==> config.mk <==
export PLATFORM = sky130hd
export DESIGN_NAME = ivl_uvm_handshake_responder
export DESIGN_NICKNAME = d
export VERILOG_FILES = /design/src/rtl/ivl_uvm_handshake_responder.sv
export SDC_FILE = /design/constraint.sdc
export NUM_CORES = 1
export LEC_CHECK = 0
export CAP_MARGIN = 30
export CORE_MARGIN = 8
export CORE_UTILIZATION = 53
export CTS_CLUSTER_SIZE = 12
export DETAILED_ROUTE_END_ITERATION = 10
export GPL_TIMING_DRIVEN = 0
export PLACE_DENSITY = 0.88
export RECOVER_POWER = 100
export SLEW_MARGIN = 20
export SYNTH_ARGS = -nofsm -noshare
export SYNTH_HDL_FRONTEND = slang
export SYNTH_SLANG_ARGS = --single-unit
==> constraint.sdc <==
create_clock -name clock -period 3.4 [get_ports clock]
set_clock_uncertainty 0.2 [all_clocks]
set_input_delay 0.85 -clock clock [delete_from_list [all_inputs] [get_ports clock]]
set_output_delay 0.85 -clock clock [all_outputs]
set_load 0.005 [all_outputs]
==> src/rtl/ivl_uvm_handshake_responder.sv <==
// Ack-driving end of a four-phase req/ack handshake: raises ack a clamped number of
// clocks after accepting req, holds it until req drops, and flags early req withdrawal.
module ivl_uvm_handshake_responder #(
  parameter int MIN_ACK_CYCLE = 1,
  parameter int MAX_ACK_CYCLE = 3,
  parameter int DLY_W         = 4,
  parameter int CNT_W         = 16
) (
  input  logic             clock,
  input  logic             reset,
  input  logic             enable,
  input  logic             req,
  input  logic [DLY_W-1:0] delay_cfg,
  output logic             ack,
  output logic             busy,
  output logic [CNT_W-1:0] txn_count,
  output logic             err_req_drop
);

  localparam logic [DLY_W-1:0] MIN_D = DLY_W'(MIN_ACK_CYCLE);
  localparam logic [DLY_W-1:0] MAX_D = DLY_W'(MAX_ACK_CYCLE);

  localparam logic [1:0] IDLE = 2'd0;
  localparam logic [1:0] WAIT = 2'd1;
  localparam logic [1:0] ACK  = 2'd2;

  logic [1:0]       state;
  logic [DLY_W-1:0] cnt;
  logic [DLY_W-1:0] eff_delay;

  always_comb begin
    eff_delay = delay_cfg;
    if (delay_cfg < MIN_D)
      eff_delay = MIN_D;
    else if (delay_cfg > MAX_D)
      eff_delay = MAX_D;
  end

  // cnt holds the remaining WAIT edges; ack rises on the edge where it has reached zero.
  always_ff @(posedge clock) begin
    if (reset) begin
      state        <= IDLE;
      ack          <= 1'b0;
      busy         <= 1'b0;
      cnt          <= '0;
      txn_count    <= '0;
      err_req_drop <= 1'b0;
    end else begin
      err_req_drop <= 1'b0;
      case (state)
        IDLE: begin
          if (req && enable) begin
            cnt   <= eff_delay - DLY_W'(1);
            state <= WAIT;
            busy  <= 1'b1;
          end
        end
        WAIT: begin
          if (!req) begin
            err_req_drop <= 1'b1;
            state        <= IDLE;
            busy         <= 1'b0;
          end else if (cnt == '0) begin
            ack   <= 1'b1;
            state <= ACK;
          end else begin
            cnt <= cnt - DLY_W'(1);
          end
        end
        ACK: begin
          if (!req) begin
            ack       <= 1'b0;
            txn_count <= txn_count + CNT_W'(1);
            state     <= IDLE;
            busy      <= 1'b0;
          end
        end
        default: begin
          state <= IDLE;
          ack   <= 1'b0;
          busy  <= 1'b0;
        end
      endcase
    end
  end

endmodule

# Word-level counts from Yosys, hierarchy flattened
# Index checks and enable logic that the tools add are counted.
# totals
register_bits,25
latchBits,0
mem_bits_rw,0
rom_bits,0
in_bits,8
output_inout_bits,19
mem_count,0
# op_classes
addsub,3
multipliers,0
div,0
n_lt_le_gt_ge,2
eq_ne,9
shift,0
mux,18
n_bitwise,3
reduce_logical,11
# op_table
operator,count
$mux W4,5
$add A16 B1 Y16 const B,1
$ne A2 B2 Y1 const B,6
$mux W2,4
$pmux W4 S2,1
$reduce_and A4 Y1,2
$sub A4 B1 Y4 const B,2
$pmux W2 S3,1
$mux W1,5
$gt A4 B2 Y1 const B,1
$logic_not A4 Y1,1
$lt A4 B1 Y1 const B,1
$reduce_and A2 Y1,2
$reduce_or A2 Y1,2
$ne A3 B3 Y1 const B,1
$not A1 Y1,3
$pmux W1 S3,1
$reduce_and A3 Y1,1
$eq A2 B1 Y1 const B,1
$eq A2 B2 Y1 const B,1
$logic_not A2 Y1,1
$pmux W1 S2,1
$reduce_bool A2 Y1,1
$logic_and A1 B1 Y1,1

# Longest topological paths before layout
# Gate-level depths: netlist (run 1).
# logic_depth
depth_word,6
mapped_depth,8
mapped_depth_nobuf,8

# Least setup slack after synthesis (run 1)
# OpenSTA, ideal clock, no wires.
# synth_timing
kind,input-to-reg
start,in req
end,reg txn_count[14]
setup_ns,0.070
arrival_time_ns,1.887
required_ns,3.130
path_slack_ns,1.242
stages,6
cell_sequence,buf_2 > and4b_1 > buf_2 > nand3_1 > or3_1 > a21oi_1
# synth_via
elab_chain_cells,2
# synth_lines
item,line_no,rtl
"start, declared",12,"input logic req,"
$not A1 Y1 (no line),--,
$reduce_and A2 Y1 (no line),--,
"end signal, assigned",73,txn_count <= txn_count + CNT_W'(1);
"end, declared",16,"output logic [CNT_W-1:0] txn_count,"
# Every way passes these cells.
# A chain may end at the register's enable or synchronous reset.

# Worst setup path in the final report (run 1)
# Ends and elaborated chain as after synthesis.

==> results of run 1 <==
sequential cells by signal, indices dropped and copies added, names as in the netlist:
register / flops
state: 2
err_req_drop: 1
ack: 1
busy: 1
txn_count: 16
cnt: 4
power by group through the flow:
stage / sequential, mW / combinational [mW] / clock (mW)
6_report: 0.348 / 0.277 / 0.130
5_1_grt: 0.353 / 0.307 / 0.149
4_1_cts: 0.349 / 0.284 / 0.135
3_5_place_dp: 0.355 / 0.282 / 0
3_3_place_gp: 0.354 / 0.270 / 0
2_1_floorplan: 0.352 / 0.208 / 0
layout make-up:
class	instances	area share [%]
Buffer	6	1.93
Clock buffer	4	1.69
Inverter	5	1.20
Multi-Input combinational cell	101	44.8
Sequential cell	25	32.1
Tap cell	28	2.25
Timing Repair Buffer	25	16.1
metrics by stage:
stage | hold slack, ns | instance area, um2 | power (mW) | setup WS [ns]
2_1_floorplan | 0.247 | 1250 | 0.560 | 1.24
3_3_place_gp | 0.261 | 1540 | 0.623 | 0.709
3_5_place_dp | 0.271 | 1540 | 0.637 | 0.673
4_1_cts | 0.289 | 1560 | 0.768 | 0.993
5_1_grt | 0.320 | 1560 | 0.809 | 0.491
6_report | 0.291 | 1560 | 0.755 | 0.617
critical path, delay by kind of cell:
| family | cells | cell delay [ns] |
|---|---|---|
| buffers and inverters | 3 | 1.06 |
| AO/OA/AOI/OAI | 1 | 0.13 |
| AND/OR/NAND/NOR | 3 | 0.79 |
how the worst max path moves through the flow:
stage | slack (ns) | endpoint | depth (start not counted) | start
floorplan | 1.24 | txn_count[14] | 6 | req
global placement | 0.71 | txn_count[14] | 7 | req
detailed placement | 0.67 | txn_count[14] | 7 | req
CTS | 0.99 | txn_count[14] | 7 | req
global route | 0.49 | txn_count[14] | 7 | req
finish | 0.62 | txn_count[14] | 7 | req
placed cells by master (no fill, tap or decap), types with 3 or more instances in the layout:
| master | instances |
|---|---|
| xor2_1 | 9 |
| nand3_1 | 4 |
| clkbuf_4 | 3 |
| clkdlybuf4s50_1 | 5 |
| ha_1 | 5 |
| inv_1 | 5 |
| nor2_1 | 15 |
| a211oi_1 | 4 |
| nor2b_1 | 3 |
| dfxtp_1 | 25 |
| o21ai_0 | 4 |
| or4_1 | 3 |
| o31ai_1 | 3 |
| nand2_1 | 8 |
| nand4_1 | 4 |
| clkbuf_1 | 6 |
| dlygate4sd3_1 | 20 |
| a21oi_1 | 9 |
routing by layer:
layer,track usage (%),up-vias,wire length (um)
li1,-,561,-
met1,14.5,522,1220
met2,24.0,15,1370
met3,3.09,2,104
met4,5.99,0,20
met5,0,-,0
cell usage after synthesis (2+ instances only):
cell type  instances  area [um2]
dfxtp_1           25         500
nor2_1            15        56.3
a21oi_1            9        45.0
xor2_1             9        78.8
nand2_1            8        30.0
ha_1               5        62.6
inv_1              5        18.8
a211oi_1           4        30.0
nand3_1            4        20.0
nand4_1            4        25.0
clkbuf_1           3        11.3
nor2b_1            3        18.8
o21ai_0            3        15.0
o31ai_1            3        22.5
or4_1              3        22.5
and4_1             2        17.5
and4b_1            2        20.0
buf_2              2        10.0
mux2i_1            2        20.0
nand2b_1           2        12.5
nor3_1             2        10.0
nor3b_1            2        15.0
nor4_1             2        12.5
or3_1              2        12.5
logic make-up after synthesis:
kind of cell / count (synthesis) / share of synthesized area [%]
flip-flops: 25 / 40.0
AND/OR/NAND/NOR: 56 / 26.1
multiplexers: 2 / 1.60
AO/OA/AOI/OAI: 28 / 16.1
XOR/XNOR: 10 / 7.01
buffers and inverters: 11 / 4.10
adder cells (fa/ha/maj): 5 / 5.01
==> impl_metrics.ini, run 1 <==
[floorplan]
core.rowCount = 17
core_um2 = 2210
fp.dieH_um = 64.6
dieArea_um2 = 4170
die_x_um = 64.6
initial_utilization_pct = 56.5
ios = 27

[sta]
setup_violations = 0
clock.fmax_ghz = 0.359
worstMarginPinSlew_ns = 0.546
fin_crit_sh_pct = 81.8
finalSetupTns_ns = 0
slew_violations = 0
relSlewSlack_pct = 63.6
hold_viol = 0
rsz0062_at_grt = false
period_needed_ns = 2.78

[critical_path]
crit_top_cell = clkbuf_1
slowest_delay_ns = 0.56
crit_required_ns = 3.45
path_class = in2reg
crit_arrival_ns = 2.83
r2r_cells = 6
r2r-start = state[0]
slowest_stage = dlygate4sd3_1
r2r_end = txn_count[15]
end_kind = flip-flop
critPathMaxFanout = 10
critPathLaunchType = input pin
r2r_slack_ns = 1.32
critical_path.cell_chain = dlygate4sd3_1 -> clkbuf_1 -> and4b_1 -> clkbuf_1 -> nand3_1 -> or3_1 -> a21oi_1

[final_layout]
drive_gt1_share_pct = 5.42
final_nets = 180
area_delta_synth_final_pct = 24.7
fin_util_pct = 70.5
fillers = 183
final-seq-area_um2 = 500
fin_cells = 194
n_antenna_cell = 0
multi_input_area_um2 = 698

[power_and_ir_drop]
sw_frac_of_total_pct = 33.9
power_density_nw_per_um2 = 484
p_switching_mw = 0.256
p_leak_nw = 0.622
p_seq_share_pct = 46.1
ir_drop_mv = 0.333
combPwrFrac_pct = 36.7
intPower_mw = 0.499
power_frac_clock_pct = 17.2

[cts]
tritoncts = yes
cts-root-buf = clkbuf_4
post_cts_buffers = 0
clk_latency_ns = 0.31
cts_resized = 0
cts.sinks = 25
hold_buffers = 0
cts_buffer_depth = 2
cts_htree_levels = 1
numCtsBuffers = 3
clk_pin_slew_ns = 0.13

[placement]
portBuffers = 25
gp_congestion = 0.826
hpwl_um = 2110
dp.cells = 190

[synthesis]
syn-cell-area_um2 = 1250
ys_ff_latch = 25
seq_area_frac_synth_pct = 40.0
synth.avg_cell_area_um2 = 9.12
async_flop_share_pct = 0
ys.flop_type = dfxtp_1
netlist-cell-type-count = 40
synthesis.nets = 150
netlist_instances = 137
synth-edff-count = 0
yosys_warnings = 0

[route]
ant_nets = 0
dr.first_iter.drc_count = 51
vias = 1100
wl_per_cell_um = 14.0
wl_um = 2720
dr.pass1.iters = 4
drt-vias-per-instance = 5.67
drc = 0

[global_routing]
grt_max_degree = 14
grt_pass1_wl_um = 4640
track_usage_pct = 13.3
grt_remaining_overflow = 0
grt_antenna_before_repair = 0
grt_pass1_vias = 1058

[job]
max_cap_violations = 0

[worst_hold_path]
holdPathEnd = txn_count[15]
hp-class = reg2reg
hold_depth = 2
hold_path.startpoint = txn_count[15]

[outcome]
run_status = finished clean
Note: power is estimated with default switching activity, not from simulation.
==> run 2: changes to the inputs <==
--- a/config.mk
+++ b/config.mk
@@ -7,11 +7,11 @@
 export LEC_CHECK = 0
 export CAP_MARGIN = 30
 export CORE_MARGIN = 8
-export CORE_UTILIZATION = 53
+export CORE_UTILIZATION = 49
 export CTS_CLUSTER_SIZE = 12
 export DETAILED_ROUTE_END_ITERATION = 10
 export GPL_TIMING_DRIVEN = 0
-export PLACE_DENSITY = 0.88
+export PLACE_DENSITY = 0.83
 export RECOVER_POWER = 100
 export SLEW_MARGIN = 20
 export SYNTH_ARGS = -nofsm -noshare
==> constraint.sdc (replaced) <==
create_clock -name clock -period 2.8 [get_ports clock]
set_clock_uncertainty 0.2 [all_clocks]
set_input_delay 0.7 -clock clock [delete_from_list [all_inputs] [get_ports clock]]
set_output_delay 0.7 -clock clock [all_outputs]
set_load 0.005 [all_outputs]
==> impl_metrics.ini, run 2 (synthesis results as in run 1) <==
[outcome]
run_status = finished clean

[sta]
setup_violations = 0
rsz0062_at_grt = false
worstMarginPinSlew_ns = 0.641
finalSetupTns_ns = 0
whs_ns = 0.285
clock.fmax_ghz = 0.421
slew_violations = 0
hold_viol = 0
fin_crit_sh_pct = 84.9
relSlewSlack_pct = 57.2
period_needed_ns = 2.38

[final_layout]
fin_cells = 196
top_regs = txn_count (16), cnt (4), state (2)
largest-register = txn_count
n_antenna_cell = 0
largest_reg_flops = 16
final-seq-area_um2 = 500
multi_input_area_um2 = 686
final_cell_mix = dfxtp_1, dlygate4sd3_1, nor2_1, a21oi_1, xor2_1
fillers = 223
finalInstanceArea_um2 = 1550
final_common_cell = dfxtp_1
final_nets = 180
drive_gt1_share_pct = 7.23
area_delta_synth_final_pct = 24.2

[critical_path]
end_kind = flip-flop
r2r-start = state[0]
critPathMaxFanout = 10
crit_required_ns = 2.85
startpoint = req
path_class = in2reg
r2r_end = cnt[0]
r2r_slack_ns = 0.69
crit_arrival_ns = 2.42
critPathLaunchType = input pin
r2r_cells = 6
cp-endpoint = txn_count[14]

[global_routing]
grt_pass1_vias = 1074
grt_antenna_before_repair = 0
track_usage_pct = 13.0
grt_max_degree = 15
grt_remaining_overflow = 0
grt_pass1_wl_um = 4640

[floorplan]
initial_utilization_pct = 50.9
fp.dieH_um = 66.5
dieArea_um2 = 4420
core.rowCount = 18
ios = 27
die_x_um = 66.5
core_um2 = 2450

[cts]
clk_latency_ns = 0.31
cts.sinks = 25
clk_pin_slew_ns = 0.13
cts_resized = 0
cts-root-buf = clkbuf_4
numCtsBuffers = 3
post_cts_buffers = 0
cts_buffer_depth = 2
tritoncts = yes
hold_buffers = 0
cts_htree_levels = 1

[power_and_ir_drop]
p_leak_nw = 0.630
power_density_nw_per_um2 = 580
ir_drop_mv = 0.440

[worst_hold_path]
hp-class = reg2reg

[placement]
hpwl_um = 2120
dp.cells = 192
place_area_um2 = 1540
portBuffers = 25
gp_congestion = 0.803

[route]
wl_um = 2690
vias = 1086
dr.first_iter.drc_count = 31
drt-vias-per-instance = 5.54
ant_nets = 0
dr.pass1.iters = 4
wl_per_cell_um = 13.7
drc = 0

[job]
max_cap_violations = 0
## run 2: changes by cell type in the layout (fill, tap and decap cells not counted)
cell / delta
buf_2: +2
clkinv_2: +1
a2111oi_2: +1
clkbuf_1: -3
a2111oi_4: -1
## run 2: final cells by class
class | instances | share of cell area (%)
Sequential cell | 25 | 32.2
Buffer | 6 | 2.10
Tap cell | 30 | 2.42
Timing Repair Buffer | 25 | 16.1
Inverter | 5 | 1.21
Clock buffer | 3 | 1.45
Multi-Input combinational cell | 101 | 44.2
Clock inverter | 1 | 0.322
## run 2: report_power, final
part / total [mW] / switching, mW / internal [mW] / leakage [nW]
clock: 0.158 / 0.104 / 0.0533 / 0.0177
combinational: 0.319 / 0.169 / 0.150 / 0.410
sequential: 0.423 / 0.0318 / 0.392 / 0.202
## run 2: routing by layer
metal  vias up  GRT usage [%]  wire length (um)
met2        14           24.6              1390
met4         0           4.00                15
met3         2           2.35               124
met5         -              0                 0
li1        561              -                 -
met1       509           14.2              1160
## run 2: worst min-delay path by stage
stage	from	cells after the start	slack (ns)	to
CTS	cnt[3]	2	0.29	cnt[3]
detailed placement	cnt[3]	2	0.26	cnt[3]
floorplan	cnt[3]	2	0.25	cnt[3]
global route	cnt[3]	2	0.30	cnt[3]
finish	txn_count[15]	2	0.29	txn_count[15]
global placement	cnt[3]	2	0.26	cnt[3]
## run 2: critical path, stage by stage
cell and delay (ns):
dlygate4sd3_1 0.54, buf_2 0.19, and4b_1 0.25, buf_2 0.16, nand3_1 0.09, or3_1 0.35, a21oi_1 0.14
## run 2: stage by stage
stage                     power (mW)  setup WS [ns]  utilization, %
after global placement         0.755          0.269            62.6
after detailed placement       0.773          0.238            62.6
after floorplan                0.680          0.792               -
final                          0.900          0.422            63.3
after global routing           0.961          0.295            63.3
after CTS                      0.930          0.562            63.8
==> run 3: changes to the inputs <==
==> constraint.sdc (replaced) <==
create_clock -name clock -period 2.45 [get_ports clock]
set_clock_uncertainty 0.2 [all_clocks]
set_input_delay 0.6125 -clock clock [delete_from_list [all_inputs] [get_ports clock]]
set_output_delay 0.6125 -clock clock [all_outputs]
set_load 0.005 [all_outputs]
==> impl_metrics.ini, run 3 (synthesis results as in run 1) <==
[sta]
relSlewSlack_pct = 65.3
worstMarginPinSlew_ns = 0.521
clock.fmax_ghz = 0.458
rsz0062_at_grt = false
slew_violations = 0
period_needed_ns = 2.18
finalSetupTns_ns = 0
whs_ns = 0.285
hold_viol = 0
fin_crit_sh_pct = 89.1
setup_violations = 0

[final_layout]
fin_util_pct = 63.8
multi_input_area_um2 = 698
largest_reg_flops = 16
n_antenna_cell = 0
final_common_cell = dfxtp_1
largest-register = txn_count
final_cell_mix = dfxtp_1, dlygate4sd3_1, nor2_1, a21oi_1, xor2_1
top_regs = txn_count (16), cnt (4), state (2)
final-seq-area_um2 = 500
final_nets = 180
drive_gt1_share_pct = 7.23
finalInstanceArea_um2 = 1570
fillers = 221
area_delta_synth_final_pct = 25.2

[floorplan]
die_x_um = 66.5
core.rowCount = 18
initial_utilization_pct = 50.9
core_um2 = 2450
ios = 27
dieArea_um2 = 4420
fp.dieH_um = 66.5

[power_and_ir_drop]
p_seq_share_pct = 46.3
power_frac_clock_pct = 17.2
p_total_mw = 1.04
sw_frac_of_total_pct = 34.1
p_switching_mw = 0.356
combPwrFrac_pct = 36.5
p_leak_nw = 0.631
power_density_nw_per_um2 = 667
ir_drop_mv = 0.509
intPower_mw = 0.688

[cts]
clk_latency_ns = 0.31
cts-root-buf = clkbuf_4
clk_pin_slew_ns = 0.13
tritoncts = yes
numCtsBuffers = 3
post_cts_buffers = 0
cts_htree_levels = 1
hold_buffers = 0
cts.sinks = 25
cts_resized = 0
cts_buffer_depth = 2

[placement]
place_area_um2 = 1540
hpwl_um = 2120
gp_congestion = 0.803
portBuffers = 25

[critical_path]
path_class = reg2out
crit_required_ns = 1.64
critPathMaxFanout = 6
critPathLaunchType = flip-flop
r2r_slack_ns = 0.42
r2r_cells = 6
r2r_end = txn_count[15]
cpLargestDelayFamily = buffers and inverters
slowest_delay_ns = 0.61
r2r-start = state[0]
end_kind = primary output
crit_arrival_ns = 1.37
critical_path.cell_chain = dlygate4sd3_1
crit_buf_inv = 1
slowest_stage = dlygate4sd3_1

[global_routing]
grt_antenna_before_repair = 0
grt_pass1_vias = 1074
grt_max_degree = 15
track_usage_pct = 13.0
grt_remaining_overflow = 0
grt_pass1_wl_um = 4640

[worst_hold_path]
holdPathEnd = txn_count[15]
hold_depth = 2
hp-class = reg2reg
hold_path.startpoint = txn_count[15]

[route]
ant_nets = 0
wl_per_cell_um = 13.6
dr.pass1.iters = 4
drc = 0
vias = 1090
dr.first_iter.drc_count = 30
wl_um = 2670
drt-vias-per-instance = 5.56

[outcome]
run_status = finished clean

[job]
max_cap_violations = 0
==> run 3: routing by layer <==
| metal | global-route usage, % | vias up | wire (um) |
|---|---|---|---|
| met2 | 24.6 | 14 | 1400 |
| met3 | 2.35 | 2 | 124 |
| met5 | 0 | - | 0 |
| met1 | 14.2 | 511 | 1130 |
| li1 | - | 563 | - |
| met4 | 4.00 | 0 | 15 |
==> run 3: worst max-delay path by stage <==
stage,cells past startpoint,from,endpoint,slack [ns]
after floorplan,6,req,txn_count[14],0.53
after global placement,7,req,txn_count[14],0.007
after detailed placement,7,req,txn_count[14],-0.02
after CTS,1,txn_count[0],txn_count[0],0.30
after global routing,1,txn_count[9],txn_count[9],0.21
final,1,txn_count[0],txn_count[0],0.27
==> run 3: metrics by stage <==
stage / setup slack, ns / instances
6_report: 0.266 / 196
2_1_floorplan: 0.530 / 137
5_1_grt: 0.206 / 196
3_3_place_gp: 0.00664 / 192
3_5_place_dp: -0.0246 / 192
4_1_cts: 0.300 / 196
==> run 3: area by class of cell <==
cell class	instances	share of cell area (%)
Tap cell	30	2.40
Clock inverter	1	0.320
Timing Repair Buffer	25	16.0
Inverter	5	1.20
Sequential cell	25	32.0
Clock buffer	3	1.44
Buffer	6	2.08
Multi-Input combinational cell	101	44.6
==> run 3: power by group through the flow <==
stage | logic [mW] | registers (mW) | clock network, mW
after global routing | 0.429 | 0.489 | 0.200
after detailed placement | 0.389 | 0.494 | 0
after CTS | 0.391 | 0.485 | 0.187
after floorplan | 0.288 | 0.489 | 0
after global placement | 0.371 | 0.492 | 0
final | 0.381 | 0.484 | 0.180
